$ cat src/rtl/adv7393_pixel_serializer_if.sv
// Port bundle for the ADV7393 pixel serializer: line control, symbol stream in, 4:2:2 bytes out.
// master = symbol/line source, slave = serializer.
interface adv7393_pixel_serializer_if #(
  parameter int DATA_W = 64,
  parameter int LEN_W  = 12
);
  logic [LEN_W-1:0]  line_len;
  logic              line_start;
  logic [DATA_W-1:0] s_data;
  logic              s_valid;
  logic              s_ready;
  logic [7:0]        pix_data;
  logic              pix_de;
  logic              line_done;
  logic              underflow;
  logic              underflow_clr;

  modport master (
    output line_len, line_start, s_data, s_valid, underflow_clr,
    input  s_ready, pix_data, pix_de, line_done, underflow
  );

  modport slave (
    input  line_len, line_start, s_data, s_valid, underflow_clr,
    output s_ready, pix_data, pix_de, line_done, underflow
  );
endinterface

$ cat src/rtl/adv7393_pixel_serializer.sv
// Serializes multi-pixel YCbCr symbols into the ADV7393 8-bit 4:2:2 byte stream, one byte per clock.
//   state     | meaning
//   ST_IDLE   | no line in progress; blank Y byte driven, H may prefetch the next symbol
//   ST_ACTIVE | shifting bytes of S out; H reloads S at each symbol boundary
module adv7393_pixel_serializer #(
  parameter int PIXELS_PER_SYMBOL = 4,
  parameter int DATA_W            = 64,
  parameter int LEN_W             = 12
) (
  input  logic                       clk,
  input  logic                       rst,
  adv7393_pixel_serializer_if.slave  bus
);

  localparam int                BYTES     = 2 * PIXELS_PER_SYMBOL;
  localparam int                BIDX_W    = $clog2(BYTES);
  localparam logic [DATA_W-1:0] BLANK_SYM = {PIXELS_PER_SYMBOL{16'h1080}};
  localparam logic [7:0]        Y_BLANK   = 8'h10;
  localparam logic [LEN_W:0]    REM_ONE   = {{LEN_W{1'b0}}, 1'b1};
  localparam logic [LEN_W-1:0]  LEN_MASK  = {{(LEN_W-2){1'b1}}, 2'b00};

  typedef enum logic {ST_IDLE, ST_ACTIVE} state_t;

  state_t            state_q;
  logic [DATA_W-1:0] h_q;
  logic              h_full_q;
  logic              h_full_d;
  logic [DATA_W-1:0] sh_q;
  logic              blank_q;
  logic [LEN_W:0]    rem_q;
  logic [7:0]        pix_data_q;
  logic              pix_de_q;
  logic              line_done_q;
  logic              underflow_q;
  logic              underflow_d;

  logic [LEN_W-1:0]  len_eff;
  logic [LEN_W:0]    last_byte;
  logic              accept;
  logic              line_end;
  logic              boundary;
  logic              can_start;
  logic              start;
  logic              zero_start;
  logic              load;
  logic              take;
  logic [DATA_W-1:0] src;

  // rem_q counts down the bytes still to follow the one on pix_data; zero marks the last byte.
  // The edge that retires the last byte also accepts a new line_start, so lines can abut.
  always_comb begin
    len_eff     = bus.line_len & LEN_MASK;
    last_byte   = {len_eff, 1'b0} - REM_ONE;
    accept      = bus.s_valid && !h_full_q;
    line_end    = (state_q == ST_ACTIVE) && (rem_q == '0);
    boundary    = (state_q == ST_ACTIVE) && (rem_q[BIDX_W-1:0] == '0);
    can_start   = (state_q == ST_IDLE) || line_end;
    start       = can_start && bus.line_start && (len_eff != '0);
    zero_start  = can_start && bus.line_start && (len_eff == '0);
    load        = start || (boundary && !line_end);
    take        = load && h_full_q;
    src         = h_full_q ? h_q : BLANK_SYM;
    h_full_d    = (h_full_q && !take) || accept;
    underflow_d = (load && !h_full_q) || (underflow_q && !bus.underflow_clr);
  end

  always_ff @(posedge clk or posedge rst) begin
    if (rst) begin
      state_q     <= ST_IDLE;
      h_q         <= '0;
      h_full_q    <= 1'b0;
      sh_q        <= '0;
      blank_q     <= 1'b0;
      rem_q       <= '0;
      pix_data_q  <= Y_BLANK;
      pix_de_q    <= 1'b0;
      line_done_q <= 1'b0;
      underflow_q <= 1'b0;
    end else begin
      if (accept) begin
        h_q <= bus.s_data;
      end
      h_full_q    <= h_full_d;
      underflow_q <= underflow_d;
      line_done_q <= line_end || zero_start;

      if (load) begin
        // Byte 0 goes straight from the source; the rest queue up in S.
        state_q    <= ST_ACTIVE;
        sh_q       <= src >> 8;
        blank_q    <= !h_full_q;
        pix_data_q <= src[7:0];
        pix_de_q   <= h_full_q;
        rem_q      <= start ? last_byte : rem_q - REM_ONE;
      end else if ((state_q == ST_ACTIVE) && !line_end) begin
        sh_q       <= sh_q >> 8;
        pix_data_q <= sh_q[7:0];
        pix_de_q   <= !blank_q;
        rem_q      <= rem_q - REM_ONE;
      end else begin
        state_q    <= ST_IDLE;
        pix_data_q <= Y_BLANK;
        pix_de_q   <= 1'b0;
      end
    end
  end

  assign bus.s_ready   = !h_full_q;
  assign bus.pix_data  = pix_data_q;
  assign bus.pix_de    = pix_de_q;
  assign bus.line_done = line_done_q;
  assign bus.underflow = underflow_q;

endmodule

$ cat src/flat_wrapper.sv
// flat-port wrapper written by rule: the top's interface ports become plain ports
module adv7393_pixel_serializer_flat 
#(
  parameter int PIXELS_PER_SYMBOL = 4,
  parameter int DATA_W            = 64,
  parameter int LEN_W             = 12
)
  (clk, rst, bus_line_len, bus_line_start, bus_s_data, bus_s_valid, bus_underflow_clr, bus_s_ready, bus_pix_data, bus_pix_de, bus_line_done, bus_underflow);
  adv7393_pixel_serializer_if #(.DATA_W(DATA_W), .LEN_W(LEN_W)) bus_i ();
  input  logic clk;
  input  logic rst;
  input wire logic [$bits(bus_i.line_len)-1:0] bus_line_len;
  input wire logic [$bits(bus_i.line_start)-1:0] bus_line_start;
  input wire logic [$bits(bus_i.s_data)-1:0] bus_s_data;
  input wire logic [$bits(bus_i.s_valid)-1:0] bus_s_valid;
  input wire logic [$bits(bus_i.underflow_clr)-1:0] bus_underflow_clr;
  output wire logic [$bits(bus_i.s_ready)-1:0] bus_s_ready;
  output wire logic [$bits(bus_i.pix_data)-1:0] bus_pix_data;
  output wire logic [$bits(bus_i.pix_de)-1:0] bus_pix_de;
  output wire logic [$bits(bus_i.line_done)-1:0] bus_line_done;
  output wire logic [$bits(bus_i.underflow)-1:0] bus_underflow;
  assign bus_i.line_len = bus_line_len;
  assign bus_i.line_start = bus_line_start;
  assign bus_i.s_data = bus_s_data;
  assign bus_i.s_valid = bus_s_valid;
  assign bus_i.underflow_clr = bus_underflow_clr;
  assign bus_s_ready = bus_i.s_ready;
  assign bus_pix_data = bus_i.pix_data;
  assign bus_pix_de = bus_i.pix_de;
  assign bus_line_done = bus_i.line_done;
  assign bus_underflow = bus_i.underflow;
  adv7393_pixel_serializer #(.PIXELS_PER_SYMBOL(PIXELS_PER_SYMBOL), .DATA_W(DATA_W), .LEN_W(LEN_W)) u_core (.clk(clk), .rst(rst), .bus(bus_i));
endmodule
$ cat config.mk
export PLATFORM = sky130hd
export DESIGN_NAME = adv7393_pixel_serializer_flat
export DESIGN_NICKNAME = d
export VERILOG_FILES = /design/src/rtl/adv7393_pixel_serializer_if.sv /design/src/rtl/adv7393_pixel_serializer.sv /design/src/flat_wrapper.sv
export SDC_FILE = /design/constraint.sdc
export NUM_CORES = 1
export LEC_CHECK = 0
export CELL_PAD_IN_SITES_DETAIL_PLACEMENT = 1
export CELL_PAD_IN_SITES_GLOBAL_PLACEMENT = 1
export CORE_AREA = 2 2 169 171
export CTS_CLUSTER_DIAMETER = 80
export DETAILED_ROUTE_END_ITERATION = 7
export DIE_AREA = 0 0 171 173
export PLACE_DENSITY = 0.58
export SLEW_MARGIN = 20
export SYNTH_ARGS = -nofsm -noshare
export SYNTH_HDL_FRONTEND = slang
export SYNTH_SLANG_ARGS = --single-unit
$ cat constraint.sdc
create_clock -name clk -period 5.92 [get_ports clk]
set_clock_uncertainty 0.2 [all_clocks]
set_input_delay 1.184 -clock clk [delete_from_list [all_inputs] [get_ports clk]]
set_output_delay 1.184 -clock clk [all_outputs]
set_load 0.03 [all_outputs]
==> results of run 1 <==
-- power breakdown --
part | internal (W) | total, W | switching [W]
Sequential | 0.00148 | 0.00182 | 0.000337
Combinational | 0.000670 | 0.00144 | 0.000767
Clock | 0.000770 | 0.00120 | 0.000429
Total | 0.00292 | 0.00446 | 0.00153
-- metrics by stage --
step | instances | hold WS, ns | total power, W | instance area (um^2)
after CTS | 1101 | 0.2724 | 0.004515 | 8731
after floorplan | 642 | 0.2455 | 0.002787 | 6833
after global routing | 1102 | 0.3090 | 0.004775 | 8742
final | 1102 | 0.2765 | 0.004457 | 8742
after detailed placement | 1070 | 0.2731 | 0.003292 | 8088
after global placement | 1070 | 0.2653 | 0.003242 | 8088
-- worst max-delay path by stage --
stage	slack, ns	cells after the start	from	endpoint
after global placement	1.63	8	bus_line_len[2]	u_core.rem_q[7]$_DFFE_PP0P_
after detailed placement	1.60	8	bus_line_len[2]	u_core.rem_q[9]$_DFFE_PP0P_
after floorplan	0.59	1	rst	u_core.blank_q$_DFFE_PP0N_
final	1.87	3	u_core.h_full_q$_DFF_PP0_	bus_s_ready
after global routing	1.70	3	u_core.h_full_q$_DFF_PP0_	bus_s_ready
after CTS	1.81	3	u_core.h_full_q$_DFF_PP0_	bus_s_ready
-- cells by family (layout without fill, tap and decap cells) --
kind of cell / Yosys count / after routing / synth area share
compound gates: 152 / 152 / 0.1670
xor+xnor: 5 / 5 / 0.006409
fa+ha+maj: 3 / 3 / 0.005494
buf+inv: 64 / 146 / 0.04029
flops: 147 / 147 / 0.5385
mux: 65 / 65 / 0.1069
simple gates: 206 / 206 / 0.1353
-- layout make-up --
type,count,area [um^2]
clock buffer,23,467.9
clock inverter,8,175.2
fill,3120,18890
inverter,13,53.80
multi-input combinational,431,2897
sequential,147,3681
tap,378,473.0
timing repair buffer,102,994.7
-- placed cells by master (no fill, tap or decap), drive strengths merged, types with 5 or more instances in the layout --
cell	netlist	layout
inv	13	13
nand2	66	66
a311oi	41	41
clkbuf	31	23
clkdlybuf4s50	0	90
bufinv	0	5
o21ai	8	8
mux2	64	64
a22o	13	13
buf	20	12
o221ai	7	7
a21oi	51	51
nand3	48	48
nor3	9	9
o21a	7	7
dfrtp	146	146
nor2	61	61
-- metal layers --
layer | global-route usage | share of wire | vias to the layer above
met1 | 0.1898 | 0.48 | 2704
met5 | 0 | 0 | -
met4 | 0.03178 | 0.011 | 0
li1 | - | - | 2478
met2 | 0.2206 | 0.47 | 83
met3 | 0.02998 | 0.032 | 20
-- state kept, by name, indices dropped and copies added, names as in the netlist --
register and count:
u_core.blank_q 1, u_core.h_full_q 1, u_core.bus.line_done 1, u_core.rem_q 13
u_core.sh_q 56, u_core.bus.underflow 1, u_core.state_q 1, u_core.bus.pix_data 8
u_core.bus.pix_de 1, u_core.h_q 64
==> impl_table.tex, run 1 <==
\begin{tabular}{lr}
\hline
Metric & Value \\
\hline
\multicolumn{2}{l}{\textbf{Detailed routing}} \\
Avg WL per Cell & 17.67 um \\
Final wirelength & 19470 um \\
Number of antenna-violating nets in the routed design & 0 \\
Total via count in the routed design & 5285 \\
Residual DRC & 0 \\
First-pass iteration count of the detailed router & 4 \\
Detailed router's first-iteration violation count & 331 \\
Vias per cell & 4.796 \\
\multicolumn{2}{l}{\textbf{Timing}} \\
Final hold vios & 0 \\
Final clock period utilization by the worst path & 0.6834 \\
Setup repair after global routing missed its margin & false \\
Post-route setup slack & 1.875 ns \\
Fin Setup TNS & 0 ns \\
Count of endpoints failing setup in the final report & 0 \\
Number of slew-limit violations in the final report & 0 \\
Rel. slew slack & 0.2155 \\
Measured slew at the worst slew-check pin & 1.174 ns \\
Highest clock rate & 0.2472 GHz \\
Crit path time final & 4.045 ns \\
\multicolumn{2}{l}{\textbf{Setup path}} \\
Top cell family by delay on the critical path & buffers and inverters \\
Critical path required time & 4.54 ns \\
Cells on worst reg2reg path & 6 \\
Startpoint kind of the worst setup timing path & flip-flop \\
Worst path bufs/invs & 3 \\
Crit Path Class & reg -> out \\
Worst reg2reg endpoint & u\_core.rem\_q[2]\$\_DFFE\_PP0P\_ \\
Cell chain of the critical path & buf\_4 -> inv\_1 -> clkdlybuf4s50\_1 \\
Worst r2r src & u\_core.rem\_q[6]\$\_DFFE\_PP0P\_ \\
Largest driver fanout on the critical path & 89 \\
Worst reg-to-reg setup slack & 2.44 ns \\
Max stage delay on crit path & 0.72 ns \\
Critical Path Slowest Stage Cell & clkdlybuf4s50\_1 \\
Kind of end point of the critical path & output port \\
Critical path arrival & 2.66 ns \\
\multicolumn{2}{l}{\textbf{Synth}} \\
Number of unique standard cell types used by synthesis & 57 \\
Post-synthesis sequential element count & 147 \\
Number of nets produced by synthesis & 726 \\
Cell type contributing the most total cell area after synthesis & dfrtp\_1 \\
Post-Syn Area & 6833 um\^{}2 \\
Main area contributors after synthesis & dfrtp\_1, mux2\_2, a311oi\_1, nand2\_1, a21oi\_1 \\
Mean instance size in the synthesized netlist & 10.64 um\^{}2 \\
Fraction of registers with async set/reset & 1.000 \\
Most instantiated library cell after synthesis & dfrtp\_1 \\
Top cells by count, synth & dfrtp\_1, nand2\_1, mux2\_2 \\
Number of instances in the synthesized netlist & 642 \\
Synthesis warning total & 0 \\
Most frequently used flop master after synthesis & dfrtp\_1 \\
Post-synth EDFFs & 0 \\
Sequential-to-total area share from yosys stat & 0.5385 \\
Fraction of synthesized cell area taken by the top area cell type & 0.5347 \\
\multicolumn{2}{l}{\textbf{Global routing}} \\
First-pass GRT wire length & 31840 um \\
Initial antenna violation count & 0 \\
Total Routing Usage GR & 0.1378 \\
Via count of the first global-routing pass & 5645 \\
Pin count of the biggest net entering global routing & 93 \\
Grt total ovfl & 0 \\
\multicolumn{2}{l}{\textbf{Hold path}} \\
Hold Path Cell Cnt & 1 \\
Type of the most critical hold path & reg -> reg \\
Hold path startpoint & u\_core.blank\_q\$\_DFFE\_PP0N\_ \\
Worst Hold Endpoint & u\_core.bus.pix\_de\$\_DFF\_PP0\_ \\
\multicolumn{2}{l}{\textbf{Floorplan}} \\
Initial Util & 0.2473 \\
Number of placement rows & 61 \\
Die width & 171 um \\
Placeable core region & 27630 um\^{}2 \\
Total I/O pin count & 93 \\
Die height & 173 um \\
Die outline area & 29580 um\^{}2 \\
\multicolumn{2}{l}{\textbf{Final layout}} \\
Final Core Density & 0.3164 \\
Fraction of final layout cells sized beyond drive strength 1 & 0.1630 \\
Antenna diode count & 0 \\
Post-synthesis to final-layout area growth & 27.94\% \\
Layout Nets & 796 \\
\multicolumn{2}{l}{\textbf{Power}} \\
Pwr Density & 509.8 nW/um\^{}2 \\
Maximum ir drop on the vdd rail & 239.0 uV \\
Static power due to leakage & 3.501 nW \\
\multicolumn{2}{l}{\textbf{Clock tree}} \\
PostCTS Resize Cnt & 0 \\
CTS clock-pin slew for the worst setup and hold paths & 0.06 ns \\
CTS tree & yes \\
Setup fix buffers added after clock tree synthesis & 0 \\
Latest clock arrival within the worst-skew pair & 0.42 ns \\
Number of levels the H-tree was split into & 4 \\
Post-CTS Hold Buffers & 0 \\
Clock root cell & clkbuf\_16 \\
Max Root-Sink Buffers & 2 \\
Num CTS Buffers & 17 \\
Total number of clock tree sinks & 147 \\
\multicolumn{2}{l}{\textbf{Place}} \\
Quantity of I/O buffers inserted on ports & 90 \\
Pre-CTS setup slack & 1.598 ns \\
Final GP Congestion & 0.7067 \\
Post-detailed-placement half-perimeter wirelength & 12320 um \\
\multicolumn{2}{l}{\textbf{Status}} \\
Run status & completed \\
\multicolumn{2}{l}{\textbf{Job}} \\
Number of maximum-capacitance violations & 0 \\
\hline
\end{tabular}
(Power assumes the default switching activity.)
==> inputs of run 2 (changes only) <==
Clock period 5.92 ns to 3.97 ns, I/O delays scaled along.
==> impl_table.tex, run 2 (synthesis gave the netlist of run 1 again) <==
\begin{tabular}{lr}
\hline
Metric & Value \\
\hline
\multicolumn{2}{l}{\textbf{Status}} \\
Run status & completed (unchanged) \\
\multicolumn{2}{l}{\textbf{Timing}} \\
Rel. slew slack & 0.3651 (was 0.2155) \\
Final clock period utilization by the worst path & 0.8282 \\
Crit path time final & 3.288 ns \\
Worst hold-check slack & 0.2753 ns (was 0.2765 ns) \\
Highest clock rate & 0.3041 GHz \\
Number of slew-limit violations in the final report & 0 (unchanged) \\
Measured slew at the worst slew-check pin & 0.9523 ns (was 1.174 ns) \\
Count of endpoints failing setup in the final report & 0 (unchanged) \\
Final hold vios & 0 (unchanged) \\
Fin Setup TNS & 0 ns (unchanged) \\
Setup repair after global routing missed its margin & false (unchanged) \\
\multicolumn{2}{l}{\textbf{Final layout}} \\
Max reg flops & 64 (unchanged) \\
Fraction of final layout cells sized beyond drive strength 1 & 0.1798 (was 0.1630) \\
Post-synthesis to final-layout area growth & 29.34\% (was 27.94\%) \\
Layout Nets & 805 (was 796) \\
Top reg by flops & u\_core.h\_q (unchanged) \\
Fill cell count & 3130 (was 3120) \\
Most common library cell in the layout ignoring fill and taps & dfrtp\_1 (unchanged) \\
Largest registers & u\_core.h\_q x64, u\_core.sh\_q x56, u\_core.rem\_q x13 (unchanged) \\
Antenna diode count & 0 (unchanged) \\
Commonest non-fill, non-tap cells in the layout & dfrtp\_1, clkdlybuf4s50\_1, nand2\_1 (unchanged) \\
\multicolumn{2}{l}{\textbf{Detailed routing}} \\
Avg WL per Cell & 17.77 um (was 17.67 um) \\
First-pass iteration count of the detailed router & 4 (unchanged) \\
Total via count in the routed design & 5330 (was 5285) \\
Detailed-routing wirelength on met1 & 9558 um (was 9412 um) \\
Residual DRC & 0 (unchanged) \\
Detailed router's first-iteration violation count & 219 (was 331) \\
Met2 layer wire length in the routed design & 9282 um (was 9225 um) \\
Highest metal layer used by the detailed router & met4 (unchanged) \\
Final wirelength & 19760 um (was 19470 um) \\
Met3 Routed Length & 713 um (was 627 um) \\
Vias per cell & 4.793 (was 4.796) \\
Number of antenna-violating nets in the routed design & 0 (unchanged) \\
\multicolumn{2}{l}{\textbf{Power}} \\
Static power due to leakage & 3.556 nW (was 3.501 nW) \\
Pwr Density & 750.0 nW/um\^{}2 (was 509.8 nW/um\^{}2) \\
Total Power & 0.006628 W (was 0.004457 W) \\
Maximum ir drop on the vdd rail & 310.7 uV (was 239.0 uV) \\
\multicolumn{2}{l}{\textbf{Global routing}} \\
Initial antenna violation count & 0 (unchanged) \\
Pin count of the biggest net entering global routing & 89 (was 93) \\
First-pass GRT wire length & 32340 um (was 31840 um) \\
Total Routing Usage GR & 0.1401 (was 0.1378) \\
Grt total ovfl & 0 (unchanged) \\
Via count of the first global-routing pass & 5638 (was 5645) \\
\multicolumn{2}{l}{\textbf{Setup path}} \\
Worst r2r src & u\_core.rem\_q[6]\$\_DFFE\_PP0P\_ (unchanged) \\
Startpoint kind of the worst setup timing path & primary input (was flip-flop) \\
Kind of end point of the critical path & flip-flop (was output port) \\
Critical path arrival & 3.45 ns (was 2.66 ns) \\
Critical path required time & 4.13 ns (was 4.54 ns) \\
Cells on worst reg2reg path & 6 (unchanged) \\
Worst reg2reg endpoint & u\_core.rem\_q[3]\$\_DFFE\_PP0P\_ (was u\_core.rem\_q[2]\$\_DFFE\_PP0P\_) \\
Worst reg-to-reg setup slack & 1.02 ns (was 2.44 ns) \\
Largest driver fanout on the critical path & 16 (was 89) \\
Crit Path Class & in -> reg (was reg -> out) \\
\multicolumn{2}{l}{\textbf{Clock tree}} \\
Number of levels the H-tree was split into & 4 (unchanged) \\
Setup fix buffers added after clock tree synthesis & 0 (unchanged) \\
CTS clock-pin slew for the worst setup and hold paths & 0.06 ns (about the same) \\
Num CTS Buffers & 17 (unchanged) \\
Latest clock arrival within the worst-skew pair & 0.43 ns (was 0.42 ns) \\
Clock root cell & clkbuf\_16 (unchanged) \\
PostCTS Resize Cnt & 0 (unchanged) \\
Max Root-Sink Buffers & 2 (unchanged) \\
CTS tree & yes (unchanged) \\
Post-CTS Hold Buffers & 0 (unchanged) \\
Total number of clock tree sinks & 147 (unchanged) \\
\multicolumn{2}{l}{\textbf{Place}} \\
Quantity of I/O buffers inserted on ports & 90 (unchanged) \\
Post-detailed-placement half-perimeter wirelength & 12870 um (was 12320 um) \\
Final GP Congestion & 0.7096 (was 0.7067) \\
\multicolumn{2}{l}{\textbf{Floorplan}} \\
Initial Util & 0.2473 (unchanged) \\
Total I/O pin count & 93 (unchanged) \\
Die height & 173 um (unchanged) \\
Placeable core region & 27630 um\^{}2 (unchanged) \\
Number of placement rows & 61 (unchanged) \\
Die outline area & 29580 um\^{}2 (unchanged) \\
Die width & 171 um (unchanged) \\
\multicolumn{2}{l}{\textbf{Hold path}} \\
Hold path startpoint & u\_core.blank\_q\$\_DFFE\_PP0N\_ (unchanged) \\
Hold Path Cell Cnt & 1 (unchanged) \\
Worst Hold Endpoint & u\_core.bus.pix\_de\$\_DFF\_PP0\_ (unchanged) \\
Type of the most critical hold path & reg -> reg (unchanged) \\
\multicolumn{2}{l}{\textbf{Job}} \\
Number of maximum-capacitance violations & 0 (unchanged) \\
\hline
\end{tabular}
==> run 2: cell count changes in the layout (fill, tap and decap cells not counted), sizes merged <==
cell / change
bufinv: -1
clkbuf: -5
buf: +9
clkinv: +6
clkinvlp: +2
inv: -1
==> run 2: cell type report <==
class / count / area (um^2) / area share
Tap cell: 378 / 473.0 / 0.05352
Timing Repair Buffer: 111 / 1109 / 0.1254
Multi-Input combinational cell: 431 / 2897 / 0.3278
Clock buffer: 18 / 439.2 / 0.04970
Clock inverter: 14 / 186.4 / 0.02110
Inverter: 13 / 52.55 / 0.005946
Sequential cell: 147 / 3681 / 0.4165
==> run 2: metal layers <==
layer,up-vias,global-route usage
met5,-,0
li1,2504,-
met3,11,0.02518
met2,90,0.2191
met1,2725,0.1980
met4,0,0.03919
==> run 2: worst max-delay path, cell delays in order <==
cell             delay (ns)
clkdlybuf4s50_1        0.49
inv_1                  0.09
ha_1                   0.19
or4b_1                 0.62
o31a_2                 0.41
a21oi_4                0.26
buf_4                  0.29
o21bai_1               0.14
a221o_1                0.15
==> run 2: worst max-delay path by stage <==
| stage | start | endpoint | slack [ns] |
|---|---|---|---|
| 6_report | bus_line_len[2] | u_core.rem_q[3]$_DFFE_PP0P_ | 0.68 |
| 5_1_grt | bus_line_len[2] | u_core.sh_q[46]$_DFFE_PP0P_ | 0.55 |
| 2_1_floorplan | bus_line_len[2] | u_core.rem_q[11]$_DFFE_PP0P_ | 1.06 |
| 4_1_cts | bus_line_len[2] | u_core.rem_q[3]$_DFFE_PP0P_ | 0.69 |
| 3_5_place_dp | bus_line_len[2] | u_core.rem_q[3]$_DFFE_PP0P_ | 0.24 |
| 3_3_place_gp | bus_line_len[2] | u_core.rem_q[3]$_DFFE_PP0P_ | 0.28 |
==> run 2: stage by stage <==
step                      setup slack [ns]  cells  cell area [um^2]  utilization
final                               0.6820   1112              8837       0.3199
after global routing                0.5481   1112              8837       0.3199
after CTS                           0.6887   1112              8837       0.3199
after detailed placement            0.2421   1080              8212       0.2972
after global placement              0.2757   1080              8212       0.2972
after floorplan                      1.064    642              6837            -
==> run 2: report_power, final <==
group          switching (W)  total (W)  internal [W]
clock               0.000676    0.00174       0.00107
sequential          0.000515    0.00273       0.00221
combinational        0.00115    0.00216       0.00101
total                0.00234    0.00663       0.00429
==> inputs of run 3 (changes only) <==
Clock period 3.97 ns to 3.16 ns, I/O delays scaled along.
==> impl_table.tex, run 3 (synthesis gave the netlist of run 1 again) <==
\begin{tabular}{lr}
\hline
Metric & Value \\
\hline
\multicolumn{2}{l}{\textbf{Timing}} \\
Count of endpoints failing setup in the final report & 0 (unchanged) \\
Final hold vios & 0 (unchanged) \\
Setup repair after global routing missed its margin & false (unchanged) \\
Number of slew-limit violations in the final report & 0 (unchanged) \\
Worst hold-check slack & 0.2825 ns (was 0.2753 ns) \\
Crit path time final & 2.846 ns \\
Final clock period utilization by the worst path & 0.9007 \\
Measured slew at the worst slew-check pin & 1.044 ns (was 0.9523 ns) \\
Post-route setup slack & 0.3139 ns (was 0.6820 ns) \\
Rel. slew slack & 0.3017 (was 0.3651) \\
Highest clock rate & 0.3514 GHz \\
\multicolumn{2}{l}{\textbf{Power}} \\
Reported net switching power & 0.002929 W (was 0.002341 W) \\
Static power due to leakage & 3.612 nW (was 3.556 nW) \\
Net switching share of the total power & 0.3545 (was 0.3532) \\
Maximum ir drop on the vdd rail & 345.8 uV (was 310.7 uV) \\
Total Power & 0.008260 W (was 0.006628 W) \\
Proportion of power drawn by the clock network & 0.248 (was 0.263) \\
Pwr Density & 920.0 nW/um\^{}2 (was 750.0 nW/um\^{}2) \\
Share of power burned in combinational logic & 0.336 (was 0.326) \\
Register share of total power & 0.416 (was 0.411) \\
Internal cell power & 0.005332 W (was 0.004287 W) \\
\multicolumn{2}{l}{\textbf{Clock tree}} \\
CTS clock-pin slew for the worst setup and hold paths & 0.06 ns (about the same) \\
Number of levels the H-tree was split into & 4 (unchanged) \\
Num CTS Buffers & 17 (unchanged) \\
CTS tree & yes (unchanged) \\
Post-CTS Hold Buffers & 0 (unchanged) \\
Setup fix buffers added after clock tree synthesis & 0 (unchanged) \\
Clock root cell & clkbuf\_16 (unchanged) \\
Latest clock arrival within the worst-skew pair & 0.44 ns (was 0.43 ns) \\
Total number of clock tree sinks & 147 (unchanged) \\
Max Root-Sink Buffers & 2 (unchanged) \\
PostCTS Resize Cnt & 0 (unchanged) \\
\multicolumn{2}{l}{\textbf{Setup path}} \\
Top cell family by delay on the critical path & simple AND/OR/NAND/NOR gates (was compound AO/OA/AOI/OAI gates) \\
Startpoint kind of the worst setup timing path & flip-flop (was primary input) \\
Kind of end point of the critical path & flip-flop (unchanged) \\
Critical path required time & 3.28 ns (was 4.13 ns) \\
Worst path bufs/invs & 1 (was 3) \\
Critical path arrival & 2.97 ns (was 3.45 ns) \\
Cells on worst reg2reg path & 6 (unchanged) \\
Critical Path Slowest Stage Cell & or4\_4 (was or4b\_1) \\
Worst r2r src & u\_core.rem\_q[6]\$\_DFFE\_PP0P\_ (unchanged) \\
Max stage delay on crit path & 0.62 ns (about the same) \\
Largest driver fanout on the critical path & 24 (was 16) \\
Worst reg2reg endpoint & u\_core.rem\_q[2]\$\_DFFE\_PP0P\_ (was u\_core.rem\_q[3]\$\_DFFE\_PP0P\_) \\
Worst reg-to-reg setup slack & 0.31 ns (was 1.02 ns) \\
Cell chain of the critical path & or3\_1 -> or4\_4 -> nand2\_1 -> buf\_12 -> nor2\_1 -> o31ai\_1 (was clkdlybuf4s50\_1 -> inv\_1 -> ha\_1 -> or4b\_1 -> o31a\_2 -> a21oi\_4 -> buf\_4 -> o21bai\_1 -> a221o\_1) \\
Crit Path Class & reg -> reg (was in -> reg) \\
\multicolumn{2}{l}{\textbf{Hold path}} \\
Type of the most critical hold path & reg -> reg (unchanged) \\
Worst Hold Endpoint & u\_core.bus.pix\_de\$\_DFF\_PP0\_ (unchanged) \\
Hold path startpoint & u\_core.blank\_q\$\_DFFE\_PP0N\_ (unchanged) \\
Hold Path Cell Cnt & 1 (unchanged) \\
\multicolumn{2}{l}{\textbf{Floorplan}} \\
Die height & 173 um (unchanged) \\
Placeable core region & 27630 um\^{}2 (unchanged) \\
Die outline area & 29580 um\^{}2 (unchanged) \\
Total I/O pin count & 93 (unchanged) \\
Number of placement rows & 61 (unchanged) \\
Initial Util & 0.2473 (unchanged) \\
Die width & 171 um (unchanged) \\
\multicolumn{2}{l}{\textbf{Detailed routing}} \\
Detailed router's first-iteration violation count & 258 (was 219) \\
First-pass iteration count of the detailed router & 6 (was 4) \\
Final wirelength & 19980 um (was 19760 um) \\
Total via count in the routed design & 5359 (was 5330) \\
Residual DRC & 0 (unchanged) \\
Vias per cell & 4.772 (was 4.793) \\
Number of antenna-violating nets in the routed design & 0 (unchanged) \\
Avg WL per Cell & 17.79 um (was 17.77 um) \\
\multicolumn{2}{l}{\textbf{Place}} \\
Final GP Congestion & 0.7387 (was 0.7096) \\
Count of placed standard cells including taps & 1092 (was 1080) \\
Post-detailed-placement half-perimeter wirelength & 13030 um (was 12870 um) \\
Pre-CTS setup slack & -0.04345 ns (was 0.2421 ns) \\
Quantity of I/O buffers inserted on ports & 90 (unchanged) \\
\multicolumn{2}{l}{\textbf{Final layout}} \\
Number of non-filler instances in the completed layout & 1123 (was 1112) \\
Commonest non-fill, non-tap cells in the layout & dfrtp\_1, clkdlybuf4s50\_1, nand2\_1 (unchanged) \\
Fill cell count & 3117 (was 3130) \\
Fraction of final layout cells sized beyond drive strength 1 & 0.1893 (was 0.1798) \\
Post-synthesis to final-layout area growth & 31.40\% (was 29.34\%) \\
Top reg by flops & u\_core.h\_q (unchanged) \\
Sequential cell area & 3681 um\^{}2 (unchanged) \\
Max reg flops & 64 (unchanged) \\
Area occupied by multi-input gates & 2897 um\^{}2 (unchanged) \\
Antenna diode count & 0 (unchanged) \\
Largest registers & u\_core.h\_q x64, u\_core.sh\_q x56, u\_core.rem\_q x13 (unchanged) \\
Most common library cell in the layout ignoring fill and taps & dfrtp\_1 (unchanged) \\
Layout Nets & 817 (was 805) \\
Final Core Density & 0.3250 (was 0.3199) \\
\multicolumn{2}{l}{\textbf{Global routing}} \\
Pin count of the biggest net entering global routing & 88 (was 89) \\
Total Routing Usage GR & 0.1408 (was 0.1401) \\
First-pass GRT wire length & 32290 um (was 32340 um) \\
Grt total ovfl & 0 (unchanged) \\
Via count of the first global-routing pass & 5597 (was 5638) \\
Initial antenna violation count & 0 (unchanged) \\
\multicolumn{2}{l}{\textbf{Status}} \\
Run status & completed (unchanged) \\
\multicolumn{2}{l}{\textbf{Job}} \\
Number of maximum-capacitance violations & 0 (unchanged) \\
\hline
\end{tabular}
==> run 3: changes by cell type in the layout (fill, tap and decap cells not counted), sizes merged <==
cell,delta
clkinv,-5
buf,+12
clkinvlp,+1
bufinv,-2
clkbuf,+5
==> run 3: through the flow <==
stage	cell area [um^2]	TNS (ns)
after floorplan	6837	0
after global placement	8389	0
after detailed placement	8389	-0.1622
after CTS	8979	0
after global routing	8979	0
final	8979	0
==> run 3: worst max path at each step <==
stage | end | from | cells past startpoint
finish | u_core.rem_q[2]$_DFFE_PP0P_ | u_core.rem_q[6]$_DFFE_PP0P_ | 6
global route | u_core.rem_q[2]$_DFFE_PP0P_ | u_core.rem_q[6]$_DFFE_PP0P_ | 6
CTS | u_core.rem_q[2]$_DFFE_PP0P_ | u_core.rem_q[6]$_DFFE_PP0P_ | 6
detailed placement | u_core.sh_q[22]$_DFFE_PP0P_ | bus_line_len[2] | 10
global placement | u_core.sh_q[29]$_DFFE_PP0P_ | bus_line_len[2] | 10
floorplan | u_core.rem_q[11]$_DFFE_PP0P_ | bus_line_len[2] | 10
==> run 3: power by group through the flow <==
stage | sequential (W) | combinational [W] | clock, W
final | 0.00343 | 0.00277 | 0.00205
after floorplan | 0.00333 | 0.00189 | 0
after detailed placement | 0.00347 | 0.00280 | 0
after CTS | 0.00345 | 0.00282 | 0.00211
after global placement | 0.00343 | 0.00272 | 0
after global routing | 0.00356 | 0.00309 | 0.00218
==> run 3: area by class of cell <==
cell class | count | share of cell area
tap | 378 | 0.05268
clock inverter | 8 | 0.01129
clock buffer | 23 | 0.05435
inverter | 13 | 0.005853
sequential | 147 | 0.4100
timing repair buffer | 123 | 0.1433
multi-input combinational | 431 | 0.3226
==> run 3: metal layers <==
| metal | wire length (um) | global-route usage | vias to the layer above |
|---|---|---|---|
| met4 | 239 | 0.04555 | 0 |
| met2 | 9454 | 0.2243 | 100 |
| met1 | 9614 | 0.1922 | 2726 |
| met5 | 0 | 0 | - |
| li1 | - | - | 2521 |
| met3 | 668 | 0.02655 | 12 |
